==> src/rtl/order_entry_panel.sv <==
// Operator input front end: synchronizes and debounces the board keys and switches,
// turns a submit press into one buy/sell order on a valid/ready handshake, and keeps the last traded prices.
module order_entry_panel #(
    parameter int DEBOUNCE_CYCLES = 500000
) (
    input  logic       CLOCK_50,
    input  logic       resetn,
    input  logic [2:0] KEY,
    input  logic [9:0] SW,
    input  logic       order_ready,
    output logic       order_valid,
    output logic [7:0] order_price,
    output logic       order_side,
    output logic [7:0] buy_price,
    output logic [7:0] sell_price,
    output logic [7:0] entry_count,
    output logic       halt_signal,
    output logic       reject_pulse,
    output logic [1:0] state
);

    localparam int CW = $clog2(DEBOUNCE_CYCLES + 1);

    typedef enum logic [1:0] {
        S_IDLE = 2'b00,
        S_SEND = 2'b01
    } state_t;

    logic [2:0] key_meta_q, key_sync_q;
    logic [9:0] sw_meta_q, sw_sync_q;

    always_ff @(posedge CLOCK_50 or negedge resetn) begin
        if (!resetn) begin
            key_meta_q <= 3'b111;
            key_sync_q <= 3'b111;
            sw_meta_q  <= '0;
            sw_sync_q  <= '0;
        end else begin
            key_meta_q <= KEY;
            key_sync_q <= key_meta_q;
            sw_meta_q  <= SW;
            sw_sync_q  <= sw_meta_q;
        end
    end

    // KEY[0] is synchronized for uniformity but has no function here.
    logic unused_key0;
    assign unused_key0 = key_sync_q[0];

    // press_p[0] = submit (KEY[1]), press_p[1] = clear (KEY[2])
    logic [1:0] press_p;

    genvar gi;
    generate
        for (gi = 0; gi < 2; gi++) begin : g_debounce
            logic [CW-1:0] cnt_q, cnt_d;
            logic          db_q, db_d;
            logic          db_dly_q;
            logic          press_q, press_d;

            always_comb begin
                cnt_d   = '0;
                db_d    = db_q;
                press_d = db_dly_q & ~db_q;
                if (key_sync_q[gi+1] != db_q) begin
                    // The increment that would reach DEBOUNCE_CYCLES commits the new level instead.
                    if (cnt_q == CW'(DEBOUNCE_CYCLES - 1)) begin
                        db_d = key_sync_q[gi+1];
                    end else begin
                        cnt_d = cnt_q + CW'(1);
                    end
                end
            end

            always_ff @(posedge CLOCK_50 or negedge resetn) begin
                if (!resetn) begin
                    cnt_q    <= '0;
                    db_q     <= 1'b1;
                    db_dly_q <= 1'b1;
                    press_q  <= 1'b0;
                end else begin
                    cnt_q    <= cnt_d;
                    db_q     <= db_d;
                    db_dly_q <= db_q;
                    press_q  <= press_d;
                end
            end

            assign press_p[gi] = press_q;
        end
    endgenerate

    logic submit_p, clear_p;
    assign submit_p = press_p[0];
    assign clear_p  = press_p[1];

    state_t     state_q, state_d;
    logic       valid_q, valid_d;
    logic [7:0] price_q, price_d;
    logic       side_q, side_d;
    logic [7:0] buy_q, buy_d;
    logic [7:0] sell_q, sell_d;
    logic [7:0] count_q, count_d;
    logic       reject_q, reject_d;

    always_comb begin
        state_d  = state_q;
        valid_d  = valid_q;
        price_d  = price_q;
        side_d   = side_q;
        buy_d    = buy_q;
        sell_d   = sell_q;
        count_d  = count_q;
        reject_d = 1'b0;
        case (state_q)
            S_IDLE: begin
                if (clear_p) begin
                    buy_d  = '0;
                    sell_d = '0;
                end else if (submit_p) begin
                    if (sw_sync_q[9] || (sw_sync_q[7:0] == 8'h00)) begin
                        reject_d = 1'b1;
                    end else begin
                        price_d = sw_sync_q[7:0];
                        side_d  = sw_sync_q[8];
                        state_d = S_SEND;
                        valid_d = 1'b1;
                    end
                end
            end
            S_SEND: begin
                // A completing transfer takes priority over a clear in the same cycle.
                if (order_ready) begin
                    if (side_q) begin
                        sell_d = price_q;
                    end else begin
                        buy_d = price_q;
                    end
                    count_d = count_q + 8'd1;
                    state_d = S_IDLE;
                    valid_d = 1'b0;
                end else if (clear_p) begin
                    state_d = S_IDLE;
                    valid_d = 1'b0;
                end
            end
            default: begin
                state_d = S_IDLE;
                valid_d = 1'b0;
            end
        endcase
    end

    always_ff @(posedge CLOCK_50 or negedge resetn) begin
        if (!resetn) begin
            state_q  <= S_IDLE;
            valid_q  <= 1'b0;
            price_q  <= '0;
            side_q   <= 1'b0;
            buy_q    <= '0;
            sell_q   <= '0;
            count_q  <= '0;
            reject_q <= 1'b0;
        end else begin
            state_q  <= state_d;
            valid_q  <= valid_d;
            price_q  <= price_d;
            side_q   <= side_d;
            buy_q    <= buy_d;
            sell_q   <= sell_d;
            count_q  <= count_d;
            reject_q <= reject_d;
        end
    end

    assign order_valid  = valid_q;
    assign order_price  = price_q;
    assign order_side   = side_q;
    assign buy_price    = buy_q;
    assign sell_price   = sell_q;
    assign entry_count  = count_q;
    assign halt_signal  = sw_sync_q[9];
    assign reject_pulse = reject_q;
    assign state        = state_q;

endmodule

==> config.mk <==
export PLATFORM = sky130hd
export DESIGN_NAME = order_entry_panel
export DESIGN_NICKNAME = d
export VERILOG_FILES = /design/src/rtl/order_entry_panel.sv
export SDC_FILE = /design/constraint.sdc
export NUM_CORES = 1
export LEC_CHECK = 0
export CORE_MARGIN = 2
export CORE_UTILIZATION = 40
export DETAILED_ROUTE_END_ITERATION = 6
export PLACE_DENSITY = 0.68
export SYNTH_ARGS = -nofsm -noshare
export SYNTH_HDL_FRONTEND = slang
export SYNTH_SLANG_ARGS = --single-unit
export TNS_END_PERCENT = 30
==> constraint.sdc <==
create_clock -name CLOCK_50 -period 1.88 [get_ports CLOCK_50]
set_input_delay 0.376 -clock CLOCK_50 [delete_from_list [all_inputs] [get_ports CLOCK_50]]
set_output_delay 0.376 -clock CLOCK_50 [all_outputs]
set_load 0.005 [all_outputs]
[Word-level counts from Yosys, hierarchy flattened]
Cells that the tools add are included.
W data, S select, Z words.
Word-level totals
  output and inout bits: 38
  input port bits: 16
  register bits after elaboration: 107
  logic and storage cells: 80
Operators by class
  bitwise operators: 6
  add/subtract/negate cells: 3
  reductions and logical operators: 11
  eq/ne operators: 13
  muxes and demuxes: 27
Operator list (number)
  $mux W19: 4
  $mux W8: 5
  $add A19 B1 Y19 const B: 2
  $eq A19 B19 Y1 const B: 2
  $pmux W8 S2: 2
  $reduce_and A4 Y1: 4
  $ne A2 B2 Y1 const B: 7
  $mux W2: 5
  $mux W1: 9
  $add A8 B1 Y8 const B: 1
  $logic_not A8 Y1: 1
  $reduce_and A2 Y1: 3
  $not A1 Y1: 4
  $pmux W2 S2: 1
  $ne A3 B3 Y1 const B: 1
  $and A1 B1 Y1: 2
  $eq A2 B1 Y1 const B: 1
  $logic_not A2 Y1: 1
  $ne A1 B1 Y1: 2
  $pmux W1 S2: 1
  $reduce_bool A2 Y1: 1
  $logic_or A1 B1 Y1: 1

[Longest topological paths before layout]
  depth in word-level cells: 6
  depth in mapped cells: 6
  gate-level depth less buffers: 5

[Least setup slack after synthesis]
Ideal clock, no wire load.
  path kind: reg-to-reg
  start point: register g_debounce[1].cnt_q[12]
  end point: register g_debounce[1].cnt_q[8]
  buffers on the path: 1
  setup slack: -0.114 ns
  stages on the path, launching flop included: 6
  clock period less this slack: 1.994 ns
  setup time: 0.119 ns
  arrival time: 1.875 ns
  data required time: 1.761 ns
  path through: dfrtp_1 > or4_1 > or4_4 > o21ai_4 > buf_4 > nor2_1
On the way
  cells in the longest elaborated chain, start to end: 3
Ends and longest elaborated chain
  start, declared: RTL line 56  | logic [CW-1:0] cnt_q, cnt_d;
  start signal, assigned: RTL line 82  | cnt_q <= cnt_d;
  $eq A19 B19 Y1: RTL line 67  | if (cnt_q == CW'(DEBOUNCE_CYCLES - 1)) begin
  $mux W19: RTL line 67
  $mux W19: RTL line 65  | if (key_sync_q[gi+1] != db_q) begin
  net g_debounce[1].cnt_d[8]: RTL line 56
The timed path passes the listed nets, and every way through them passes these cells.
A chain may end at the register's enable or synchronous reset.

[Worst setup path in the final report]
  start point: register g_debounce[1].cnt_q[10]
  end point: register g_debounce[1].db_q
On the way
  cells in the longest elaborated chain, start to end: 2
Ends and longest elaborated chain
  $eq A19 B19 Y1: RTL line 67
  $reduce_and A2 Y1 (no line)
  end signal, assigned: RTL line 78  | db_q <= 1'b1;
  end signal, assigned: RTL line 83  | db_q <= db_d;
  end, declared: RTL line 57  | logic db_q, db_d;
Every way passes these cells.

==> results.py <==
metrics = {
    "status": {
        "status": "finished with violations",
        "failed_checks": "setup timing",
    },
    "place": {
        "place_hpwl_um": 5709,
        "gp_congestion": 0.8093,
        "placement.io_buffers": 51,
        "place_ws_ns": -0.08210,
    },
    "timing": {
        "slew_viol_final": 0,
        "setup_tns_ns": -1.310,
        "rsz0062_at_grt": "true",
        "setup_viol": 19,
        "skew_ns": 0.01851,
        "hold_violations": 0,
        "period_share": 1.047,
        "max_freq_ghz": 0.5078,
        "fin_ws_ns": -0.08925,
        "final.min_clock_period_ns": 1.969,
    },
    "min_path": {
        "hold_class": "reg -> reg",
    },
    "logic_synthesis": {
        "ys_seq_area_frac": 0.6082,
        "synthesis.nets": 365,
        "postSynthCellCount": 346,
        "avgSynthCellArea_um2": 12.30,
        "synthTopCellsByCount": "95 x dfrtp_1, 33 x nor2_1, 28 x mux2_2, 26 x xnor2_1",
        "synth_edf_count": 0,
        "synth_top_area_cell": "dfrtp_1",
        "synth_area_leaders": "dfrtp_1 56%, mux2_2 7.4%, xnor2_1 5.4%",
        "synthDistinctLibCells": 40,
        "yosysMostFrequentCell": "dfrtp_1",
        "synth_top_area_frac": 0.5588,
        "synth-seq-cells": 103,
        "synthArstFlopShare": 1.000,
        "yosysWarnings": 0,
        "netlist_area_um2": 4254,
        "synth-main-ff-cell": "dfrtp_1",
    },
    "flow_run": {
        "max-cap-violations": 0,
    },
    "setup_path": {
        "critPathCaptureType": "flop",
        "critPathLaunchType": "flop",
        "cp.required_ns": 2.16,
        "critical_path_class": "reg -> reg",
        "worstPathMaxFanout": 2,
        "critical_path_arrival_ns": 2.25,
    },
    "global_routing": {
        "antenna_found_initial": 0,
        "grt_max_degree": 37,
        "grt_first_pass_wirelength_um": 13830,
        "track_usage": 0.1510,
        "grt_pass1_vias": 2963,
        "grt.overflow.total": 0,
    },
    "route": {
        "drt-pass1-iter-count": 4,
        "wire_per_inst_um": 13.88,
        "route.antenna.remaining_nets": 0,
        "drc": 0,
        "drt_iter0_markers": 169,
        "wirelength_um": 8011,
        "vias": 2951,
        "vias_per_cell": 5.114,
    },
    "layout": {
        "post-route-util": 0.5313,
        "fillers": 889,
        "syn_to_final_growth_pct": 28.94,
        "layout-drive-gt1-share": 0.2426,
        "nNetsFinal": 455,
        "diodes": 0,
    },
    "clocking": {
        "cts_inserted_buffers": 9,
        "cts.clk_slew.worst_paths_ns": 0.11,
        "cts_tree": "done",
        "cts_root_buffer": "clkbuf_8",
        "clockBufferDepth": 2,
        "htreeDepth": 3,
        "cts.sinks": 103,
        "clock_latency_ns": 0.36,
    },
    "pwr": {
        "pwr-share-seq": 0.582,
        "internal_power_mw": 2.989,
        "combinationalPowerShare": 0.041,
        "p_clk_frac": 0.377,
        "p_switching_mw": 0.9191,
        "peakVddDrop_uv": 350.9,
        "p_leak_nw": 2.362,
        "p_per_area_nw_per_um2": 712.4,
        "switching_share": 0.2352,
    },
    "floorplan": {
        "fp.dieW_um": 107.1,
        "io_pins": 54,
        "core_um2": 10320,
        "rows": 37,
        "die-area_um2": 11480,
        "die_h_um": 107.1,
        "start_util": 0.4121,
    },
}
## sequential cells by signal (all words and copies together), names as in the netlist
name / count
sw_meta_q: 10
key_meta_q: 2
sw_sync_q: 10
order_side: 1
order_valid: 1
g_debounce.db_q: 2
sell_price: 8
g_debounce.press_q: 1
order_price: 8
entry_count: 8
g_debounce.cnt_q: 38
reject_pulse: 1
clear_p: 1
buy_price: 8
g_debounce.db_dly_q: 2
key_sync_q: 2
## final cells by class
class / count / area [um2] / area share
sequential: 103 / 2589 / 0.4719
multi-input combinational: 224 / 1612 / 0.2938
timing repair buffer: 90 / 865.8 / 0.1578
tap: 136 / 170.2 / 0.03102
clock buffer: 9 / 123.9 / 0.02258
clock inverter: 7 / 95.09 / 0.01734
inverter: 8 / 30.03 / 0.005474
## stage by stage
stage	hold WS [ns]	instances	cell area (um2)	power [mW]
2_1_floorplan	0.08041	346	4258	2.358
3_3_place_gp	0.3044	555	5187	2.474
3_5_place_dp	0.3092	555	5187	2.479
4_1_cts	0.3606	572	5423	3.964
5_1_grt	0.3681	577	5485	4.085
6_report	0.3578	577	5485	3.908
## critical path, cell delays in order, from the launching register on
cell and delay (ns):
dfrtp_1 0.39, or4b_1 0.49, or4_4 0.56, nor2_2 0.10, mux2_2 0.34
## metal layers
| layer | vias up | track usage | part of all wire |
|---|---|---|---|
| met5 | - | 0 | 0 |
| met4 | 0 | 0.05566 | 0.014 |
| met3 | 9 | 0.02736 | 0.032 |
| met2 | 61 | 0.2545 | 0.49 |
| met1 | 1477 | 0.1941 | 0.47 |
| li1 | 1404 | - | - |
## what timing repair did
item,in CTS,in global routing
setup buffers,0,5
hold buffers,1,0
setup endpoints to repair,21,38
pin swaps,3,4
resized for setup,2,7
hold endpoints to repair,21,0
## layout by cell type (no fill, tap or decap), types with 7 or more instances in the layout
cell type	instances
a21oi_1	11
a22o_1	16
buf_4	34
clkbuf_8	9
clkdlybuf4s50_1	50
dfrtp_1	94
dfstp_2	8
inv_1	8
mux2_2	28
nand2_1	16
nand3_1	15
nand4_1	7
nor2_1	32
nor4_1	7
o21ai_0	7
or3_1	7
xnor2_1	26
## final timing paths
check / endpoint / from / cells after the start / slack (ns)
min in group asynchronous: g_debounce[0].cnt_q[15] / resetn / 2 / 0.46
min: sw_sync_q[5] / sw_meta_q[5] / 0 / 0.36
max reg2reg: g_debounce[1].db_q / g_debounce[1].cnt_q[10] / 4 / -0.09
max: g_debounce[1].db_q / g_debounce[1].cnt_q[10] / 4 / -0.09
min reg2reg: sw_sync_q[5] / sw_meta_q[5] / 0 / 0.36
max in group asynchronous: g_debounce[1].db_dly_q / resetn / 3 / 0.80
## power groups by stage
stage	sequential, mW	clock [mW]	combinational, mW
2_1_floorplan	2.31	0	0.0446
3_3_place_gp	2.32	0	0.157
3_5_place_dp	2.32	0	0.161
4_1_cts	2.27	1.53	0.163
5_1_grt	2.28	1.62	0.182
6_report	2.27	1.47	0.161
## cell families after synthesis
logic type / share of synthesized area
xor+xnor: 0.06588
simple gates: 0.1491
fa+ha+maj: 0.008824
buf+inv: 0.02000
other cells: 0.0008815
flops: 0.6082
mux: 0.07412
compound gates: 0.07294
Note: power is estimated with default switching activity, not from simulation.
